`config.mk`:
```
export PLATFORM = sky130hd
export DESIGN_NAME = bsh_norm_32
export DESIGN_NICKNAME = d
export VERILOG_FILES = /design/src/rtl/bsh_norm_32.sv
export SDC_FILE = /design/constraint.sdc
export NUM_CORES = 1
export LEC_CHECK = 0
export CAP_MARGIN = 20
export CORE_ASPECT_RATIO = 2
export CORE_UTILIZATION = 41
export CTS_BUF_LIST = sky130_fd_sc_hd__clkbuf_4 sky130_fd_sc_hd__clkbuf_8
export DETAILED_ROUTE_END_ITERATION = 8
export GPL_ROUTABILITY_DRIVEN = 1
export HOLD_SLACK_MARGIN = 0.15
export PLACE_DENSITY_LB_ADDON = 0.25
export SETUP_SLACK_MARGIN = 0.3
export SYNTH_ARGS = -nofsm -noshare
export SYNTH_HDL_FRONTEND = slang
export SYNTH_SLANG_ARGS = --single-unit
```
`constraint.sdc`:
```
create_clock -name clk -period 3.95 [get_ports clk]
set_input_delay 0.79 -clock clk [delete_from_list [all_inputs] [get_ports clk]]
set_output_delay 0.79 -clock clk [all_outputs]
set_load 0.05 [all_outputs]
```
`src/rtl/bsh_norm_32.sv`:
```
// rtl/bsh_norm_32.sv - three-stage pipelined normalizer (leading/trailing zero count plus shift)
//
// Ports:
//   clk, rst             rising-edge clock, asynchronous active-high reset
//   in_valid/in_ready    input handshake carrying data_in and dir
//   data_in, dir         word to normalize; dir=0 left (clz), dir=1 right (ctz)
//   out_valid/out_ready  output handshake
//   data_out, sh         normalized word and the shift amount applied
//   zero, out_dir        data_in was all zeros; dir carried with the result
//   zcnt, zcnt_clr       zero-result transfer counter and its clear (only with BSH_NORM_ZCNT_EN)
//
// Optional feature macro: BSH_NORM_ZCNT_EN

module bsh_norm_32 #(
    parameter  int WIDTH = 32,
    localparam int SH_W  = $clog2(WIDTH)
) (
    input  logic             clk,
    input  logic             rst,
`ifdef BSH_NORM_ZCNT_EN
    input  logic             zcnt_clr,
    output logic [15:0]      zcnt,
`endif
    input  logic             in_valid,
    output logic             in_ready,
    input  logic [WIDTH-1:0] data_in,
    input  logic             dir,
    output logic             out_valid,
    input  logic             out_ready,
    output logic [WIDTH-1:0] data_out,
    output logic [SH_W-1:0]  sh,
    output logic             zero,
    output logic             out_dir
);

    // S1 capture
    logic             v1;
    logic [WIDTH-1:0] d1;
    logic             dir1;
    // S2 count
    logic             v2;
    logic [WIDTH-1:0] d2;
    logic             dir2;
    logic [SH_W-1:0]  cnt2;
    logic             zero2;

    logic adv1, adv2, adv3;

    // Back-to-front advance chain; in_ready depends on out_ready only, never on in_valid.
    assign adv3     = !out_valid || out_ready;
    assign adv2     = !v2 || adv3;
    assign adv1     = !v1 || adv2;
    assign in_ready = adv1;

    // Trailing-zero counting is done as leading-zero counting on the bit-reversed word,
    // so a single tree serves both directions.
    logic [WIDTH-1:0] scan;
    logic [WIDTH-1:0] probe;
    logic [SH_W-1:0]  cnt1;
    logic             zero1;

    always_comb begin
        scan = '0;
        for (int i = 0; i < WIDTH; i++) begin
            scan[i] = dir1 ? d1[WIDTH-1-i] : d1[i];
        end
        // Binary-search normalization: at each level, if the top 2^k bits are all zero,
        // that bit of the count is set and the window slides up by 2^k.
        probe = scan;
        cnt1  = '0;
        for (int k = SH_W - 1; k >= 0; k--) begin
            if ((probe >> (WIDTH - (1 << k))) == '0) begin
                cnt1[k] = 1'b1;
                probe   = probe << (1 << k);
            end
        end
        zero1 = (d1 == '0);
    end

    always_ff @(posedge clk or posedge rst) begin
        if (rst) begin
            v1        <= 1'b0;
            d1        <= '0;
            dir1      <= 1'b0;
            v2        <= 1'b0;
            d2        <= '0;
            dir2      <= 1'b0;
            cnt2      <= '0;
            zero2     <= 1'b0;
            out_valid <= 1'b0;
            data_out  <= '0;
            sh        <= '0;
            zero      <= 1'b0;
            out_dir   <= 1'b0;
        end else begin
            if (adv1) begin
                v1 <= in_valid;
                if (in_valid) begin
                    d1   <= data_in;
                    dir1 <= dir;
                end
            end
            if (adv2) begin
                v2 <= v1;
                if (v1) begin
                    d2    <= d1;
                    dir2  <= dir1;
                    // The tree saturates to all ones on a zero word; report 0 instead.
                    cnt2  <= zero1 ? '0 : cnt1;
                    zero2 <= zero1;
                end
            end
            if (adv3) begin
                out_valid <= v2;
                if (v2) begin
                    data_out <= dir2 ? (d2 >> cnt2) : (d2 << cnt2);
                    sh       <= cnt2;
                    zero     <= zero2;
                    out_dir  <= dir2;
                end
            end
        end
    end

`ifdef BSH_NORM_ZCNT_EN
    always_ff @(posedge clk or posedge rst) begin
        if (rst) begin
            zcnt <= '0;
        end else if (zcnt_clr) begin
            zcnt <= '0;
        end else if (out_valid && out_ready && zero && (zcnt != 16'hFFFF)) begin
            zcnt <= zcnt + 16'd1;
        end
    end
`endif

endmodule

```
==> results of run 1 <==
-- kinds of logic after synthesis --
group / after synthesis / synth area share, %
AND/OR/NAND/NOR: 194 / 10.9
AO/OA/AOI/OAI: 194 / 15.9
buffers and inverters: 77 / 4.34
flip-flops: 114 / 35.3
multiplexers: 182 / 33.6
-- where the power goes --
part | switching (W) | internal [W]
clock | 0.000538 | 0.000501
combinational | 0.00215 | 0.00173
sequential | 0.000553 | 0.00149
total | 0.00325 | 0.00372
-- worst max-delay path, cell delays in order --
cell,delay [ns]
clkdlybuf4s50_1,0.47
nor2b_1,0.06
nand3_1,0.12
clkdlybuf4s50_1,0.82
-- per-layer routing --
layer | wire (um) | up-vias | track usage (%)
met5 | 0 | - | 0
met4 | 2130 | 0 | 22.4
met3 | 994 | 95 | 3.55
met2 | 14400 | 277 | 48.9
met1 | 8480 | 3355 | 26.8
li1 | - | 3011 | -
-- cells in the final DEF (no fill, tap or decap), types with 8 or more instances in the layout --
cell             instances
a211oi_1                10
a21oi_1                 29
a311oi_1                12
buf_4                   22
clkbuf_8                21
clkdlybuf4s50_1         77
dfrtp_1                112
mux2_2                  79
mux2i_1                 40
mux4_2                  63
nand2_1                 60
nand3_1                 10
nor2_1                  80
nor3_1                  12
o21ai_0                 75
o22ai_1                  8
-- worst max path at each step --
stage / from / endpoint
global route: cnt2[0] / data_out[13]
detailed placement: out_ready / in_ready
finish: out_ready / in_ready
floorplan: out_ready / d1[0]
global placement: out_ready / in_ready
CTS: out_ready / in_ready
-- layout make-up --
cell class / instances / share of cell area, %
clock buffers: 21 / 3.06
repair buffers: 101 / 10.3
flip-flops and latches: 114 / 30.3
multi-input cells: 570 / 51.6
well taps: 259 / 3.43
clock inverters: 11 / 0.835
inverters: 10 / 0.437
-- per-stage QoR --
stage / util [%] / setup slack [ns] / hold slack (ns) / std cells / area, um2
final: 49.0 / 0.896 / 0.481 / 1086 / 9440
after global routing: 49.0 / 0.659 / 0.505 / 1086 / 9440
after CTS: 49.0 / 0.894 / 0.487 / 1086 / 9440
after detailed placement: 47.1 / 0.906 / 0.470 / 1054 / 9070
after global placement: 47.1 / 0.905 / 0.463 / 1054 / 9070
after floorplan: - / 1.39 / 0.458 / 761 / 8080
-- registers in the layout, indices dropped and copies added (netlist names) --
register   flops
cnt2           5
d1            32
d2            32
data_out      32
dir1           1
dir2           1
out_dir        1
out_valid      1
sh             5
v1             1
v2             1
zero           1
zero2          1
==> metrics.md, run 1 <==
| Metric | Value |
|---|---|
| Initial Utilization | 41.9% |
| Count of final setup violators | 0 |
| Largest net degree at the start of global routing | 49 |
| Buffers on Ports | 77 |
| CP Capture Type | output port |
| Post-cts repair resize count | 0 |
| Ys Warns | 0 |
| Area of the multi-input gates | 4870 um2 |
| Post-synth cell types | 58 |
| Die width | 101 um |
| Synth top area share | 35.3% |
| Vias in the first global route | 6820 |
| CTS Root Cell | clkbuf_8 |
| GRT overflow | 0 |
| Max Clk Rate | 327 MHz |
| Sequential cell area | 2860 um2 |
| Leakage power | 3.72 nW |
| Net Count, Synth | 798 |
| Status | finished, final reports clean |
| R2r setup slk | 0.90 ns |
| CP required | 3.16 ns |
| Detailed-route wire length per cell | 24.0 um |
| Crit path max fanout | 3 |
| Synth top cells by count | 114 x dfrtp_1, 80 x nor2_1, 79 x mux2_2, 75 x o21ai_0, 63 x mux4_2 |
| Cell row count | 72 |
| Syn-to-layout area delta | 16.9% |
| Critical path arrival | 2.26 ns |
| Postcts setup bufs | 0 |
| Latest clock arrival within the worst-skew pair | 0.46 ns |
| Clock Tree Buf Depth | 2 |
| R2R Path End | cnt2[1] |
| Number of synthesized register bits | 114 |
| Share of flip-flops with an asynchronous set or reset | 100% |
| Worst clock skew | 0.0161 ns |
| CTS Hold Bufs | 0 |
| Final #Nets | 851 |
| Clock transition at path regs | 0.08 ns |
| Post-route setup TNS | 0 ns |
| Pwr dens | 738 nW/um2 |
| GRT Overall Usage | 27.2% |
| Total number of vias | 6738 |
| Worst setup path class | input port to output port |
| Drt first pass iters | 5 |
| Mapped Cells | 761 |
| Relative slew slack | 38.9% |
| Share of cells above drive strength 1 | 26.4% |
| Wire length of the first global-routing pass | 40500 um |
| Post-Syn Area | 8070 um2 |
| Post-DP HPWL | 20100 um |
| Core outline area | 19300 um2 |
| RSZ-0062 raised after global routing | false |
| Startpoint Class | input port |
| Die Y | 200 um |
| Worst Hold Path EP | data_out[23] |
| Top cells by area, synth | dfrtp_1 35%, mux4_2 18%, mux2_2 11%, mux2i_1 5.0%, o21ai_0 4.6% |
| Final period utilization | 77.3% |
| Hold Path Class | flop to flop |
| 1st-iter DRT viols | 661 |
| Hold Path Depth | 2 |
| TritonCTS Buffers | 17 |
| Tot Pwr | 0.00697 W |
| CTS tree | built |
| RD Place Congestion | 1.01 |
| Post-Syn Area per Cell | 10.6 um2 |
| Residual DRC | 0 |
| Synth area leader | dfrtp_1 |
| Max-cap viol count | 0 |
| Number of synthesized flops with an enable pin | 0 |
| # IOs | 78 |
| VDD IR max | 0.000286 V |
| DIE AREA | 20300 um2 |
| Final Max Tran Viols | 0 |
| Count leader, synth | dfrtp_1 |
| Tmin final | 3.05 ns |
| Hold Path Origin | data_out[23] |
| Sequential-to-total area share from yosys stat | 35.3% |
| Final ANT Viol Nets | 0 |
| Worst Reg-to-Reg Cells | 7 |
| Number of diodes | 0 |
| Final hold violations | 0 |
| Slew @ Worst Pin | 0.910 ns |
| Top FF cell, synth | dfrtp_1 |
| Vias per inst | 6.20 |
| FF-to-FF Start | d1[8] |
| H-tree level count | 4 |
| Routed WL | 26000 um |
| Initial antenna violation count | 0 |
| Fillers | 1840 |
| Clock sink count | 114 |
(Power assumes the default switching activity.)
==> inputs of run 2 (changes only) <==
==> constraint.sdc (replaced) <==
create_clock -name clk -period 2.6 [get_ports clk]
set_input_delay 0.52 -clock clk [delete_from_list [all_inputs] [get_ports clk]]
set_output_delay 0.52 -clock clk [all_outputs]
set_load 0.05 [all_outputs]
==> metrics.md, run 2 (synthesized netlist as in run 1, its figures left out) <==
| Metric | Value |
|---|---|
| Slew @ Worst Pin | 0.964 ns (+0.0542 ns) |
| Share of cells above drive strength 1 | 40.5% (+14 points) |
| Last element of the critical path | data_out[17] |
| Routed WL | 28700 um (+10%) |
| Commonest non-fill, non-tap cell in the layout | dfrtp_1 |
| Core outline area | 19300 um2 (unchanged) |
| Met2 wire length | 15700 um (+8.9%) |
| Residual DRC | 0 (unchanged) |
| Final #Nets | 946 (+11%) |
| CTS tree | built |
| CP Capture Type | flop |
| Critical path arrival | 2.75 ns (+0.49 ns) |
| Worst setup path class | flop to flop |
| Vias in the first global route | 7256 (+6.4%) |
| Most frequent cells in the layout | 107 x dfrtp_1, 94 x buf_4, 75 x mux2_2, 75 x clkdlybuf4s50_1, 69 x nor2_1 |
| Die width | 101 um (unchanged) |
| 1st-iter DRT viols | 557 (-16%) |
| Highest routed layer | met4 |
| Final period utilization | 91.8% |
| RD Place Congestion | 0.966 (-4.5%) |
| DIE AREA | 20300 um2 (unchanged) |
| Initial antenna violation count | 0 (unchanged) |
| Die Y | 200 um (unchanged) |
| Final hold violations | 0 (unchanged) |
| # IOs | 78 (unchanged) |
| Detailed-route wire length per cell | 24.3 um (+1.3%) |
| Leakage power | 4.29 nW (+15%) |
| R2r setup slk | 0.21 ns (-0.68 ns) |
| Startpoint Class | flop |
| Post-DP HPWL | 21600 um (+7.4%) |
| Clock transition at path regs | 0.09 ns (about the same) |
| Relative slew slack | 35.5% (-3.4 points) |
| Count of final setup violators | 0 (unchanged) |
| GRT Overall Usage | 29.3% (+2.2 points) |
| Status | finished, final reports clean |
| Clock sink count | 114 (unchanged) |
| RSZ-0062 raised after global routing | true |
| Vias per inst | 6.18 (-0.33%) |
| Met3 WL | 1230 um (+24%) |
| Top Registers | d1 (32), d2 (32), data_out (32) |
| CP required | 2.97 ns (-0.19 ns) |
| Wire length of the first global-routing pass | 43000 um (+6.2%) |
| Largest net degree at the start of global routing | 115 (+130%) |
| Max Clk Rate | 419 MHz |
| Post-route setup TNS | 0 ns (unchanged) |
| Tot Pwr | 0.0123 W (+77%) |
| H-tree level count | 4 (unchanged) |
| FF-to-FF Start | cnt2[0] |
| R2R Path End | data_out[17] |
| Syn-to-layout area delta | 32.8% |
| Final Max Tran Viols | 0 (unchanged) |
| Max-cap viol count | 0 (unchanged) |
| Number of diodes | 0 (unchanged) |
| Worst clock skew | 0.0229 ns (+0.00677 ns) |
| Cell row count | 72 (unchanged) |
| CP startpoint | cnt2[0] |
| Buffers on Ports | 77 (unchanged) |
| DRT met1 WL | 8970 um (+5.8%) |
| Latest clock arrival within the worst-skew pair | 0.47 ns (about the same) |
| Crit path max fanout | 8 (+5) |
| Final ANT Viol Nets | 0 (unchanged) |
| Hold Path Class | flop to flop |
| Pwr dens | 1150 nW/um2 (+56%) |
| Worst Reg-to-Reg Cells | 10 (+3) |
| CTS Root Cell | clkbuf_8 |
| CTS Hold Bufs | 0 (unchanged) |
| VDD IR max | 0.000538 V (+88%) |
| TritonCTS Buffers | 17 (unchanged) |
| GRT overflow | 0 (unchanged) |
| Initial Utilization | 41.9% (unchanged) |
| Total number of vias | 7297 (+8.3%) |
| Clock Tree Buf Depth | 2 (unchanged) |
| Drt first pass iters | 5 (unchanged) |
| Tmin final | 2.39 ns |
run 2: cell types whose count changed in the layout (fill, tap and decap cells not counted), sizes merged:
cell,change
clkdlybuf4s50,-2
dlygate4sd2,+1
bufinv,+3
inv,+1
clkbuf,+1
buf,+94
clkinvlp,-1
clkinv,-3
run 2: through the flow:
| stage | cells | util (%) | hold WS [ns] | cell area (um2) | worst slack [ns] |
|---|---|---|---|---|---|
| after detailed placement | 1120 | 50.2 | 0.469 | 9670 | -0.0841 |
| after CTS | 1167 | 53.6 | 0.485 | 10300 | 0.212 |
| after global placement | 1120 | 50.2 | 0.461 | 9670 | -0.0523 |
| after floorplan | 761 | - | 0.477 | 8090 | 0.321 |
| final | 1180 | 55.6 | 0.479 | 10700 | 0.214 |
| after global routing | 1180 | 55.6 | 0.501 | 10700 | 0.126 |
run 2: power breakdown:
part | leakage [nW] | internal [W] | switching (W) | total (W)
registers | 1.36 | 0.00228 | 0.000615 | 0.00289
logic | 2.73 | 0.00357 | 0.00401 | 0.00758
clock network | 0.204 | 0.00103 | 0.000834 | 0.00186
total | 4.29 | 0.00688 | 0.00545 | 0.0123
run 2: worst max-delay path: stages (launching register included):
cell     delay (ns)
dfrtp_4        0.51
buf_6          0.14
buf_12         0.13
buf_12         0.13
mux4_2         0.47
mux2i_1        0.19
nor2_1         0.06
a21o_1         0.18
a21oi_2        0.12
o21ai_1        0.07
mux2_4         0.28
run 2: routing by layer:
metal / vias to the layer above / GRT usage, %
li1: 3213 / -
met2: 336 / 54.0
met3: 125 / 4.00
met5: - / 0
met4: 0 / 23.8
met1: 3623 / 27.8
run 2: worst min path at each step:
stage                       from           end  slack, ns  cells past startpoint
floorplan                     v1            v2       0.48                      1
global placement    data_out[26]  data_out[26]       0.46                      2
detailed placement  data_out[23]  data_out[23]       0.47                      2
CTS                 data_out[23]  data_out[23]       0.48                      2
global route        data_out[15]  data_out[15]       0.50                      2
finish                   out_dir       out_dir       0.48                      2
run 2: layout make-up:
cell class              count  area (um2)
clock buffers              20         275
clock inverters            11         151
fillers                  1737        8550
inverters                  10        41.3
multi-input cells         570        5170
flip-flops and latches    114        2860
well taps                 259         324
repair buffers            196        1890
run 2: repair_timing:
action | 4_1_cts | 5_1_grt
resized for setup | 39 | 86
setup buffers | 16 | 11
pin swaps | 12 | 44
hold endpoints to repair | 0 | 0
endpoints found under the setup margin | 32 | 33
gates cloned | 0 | 2
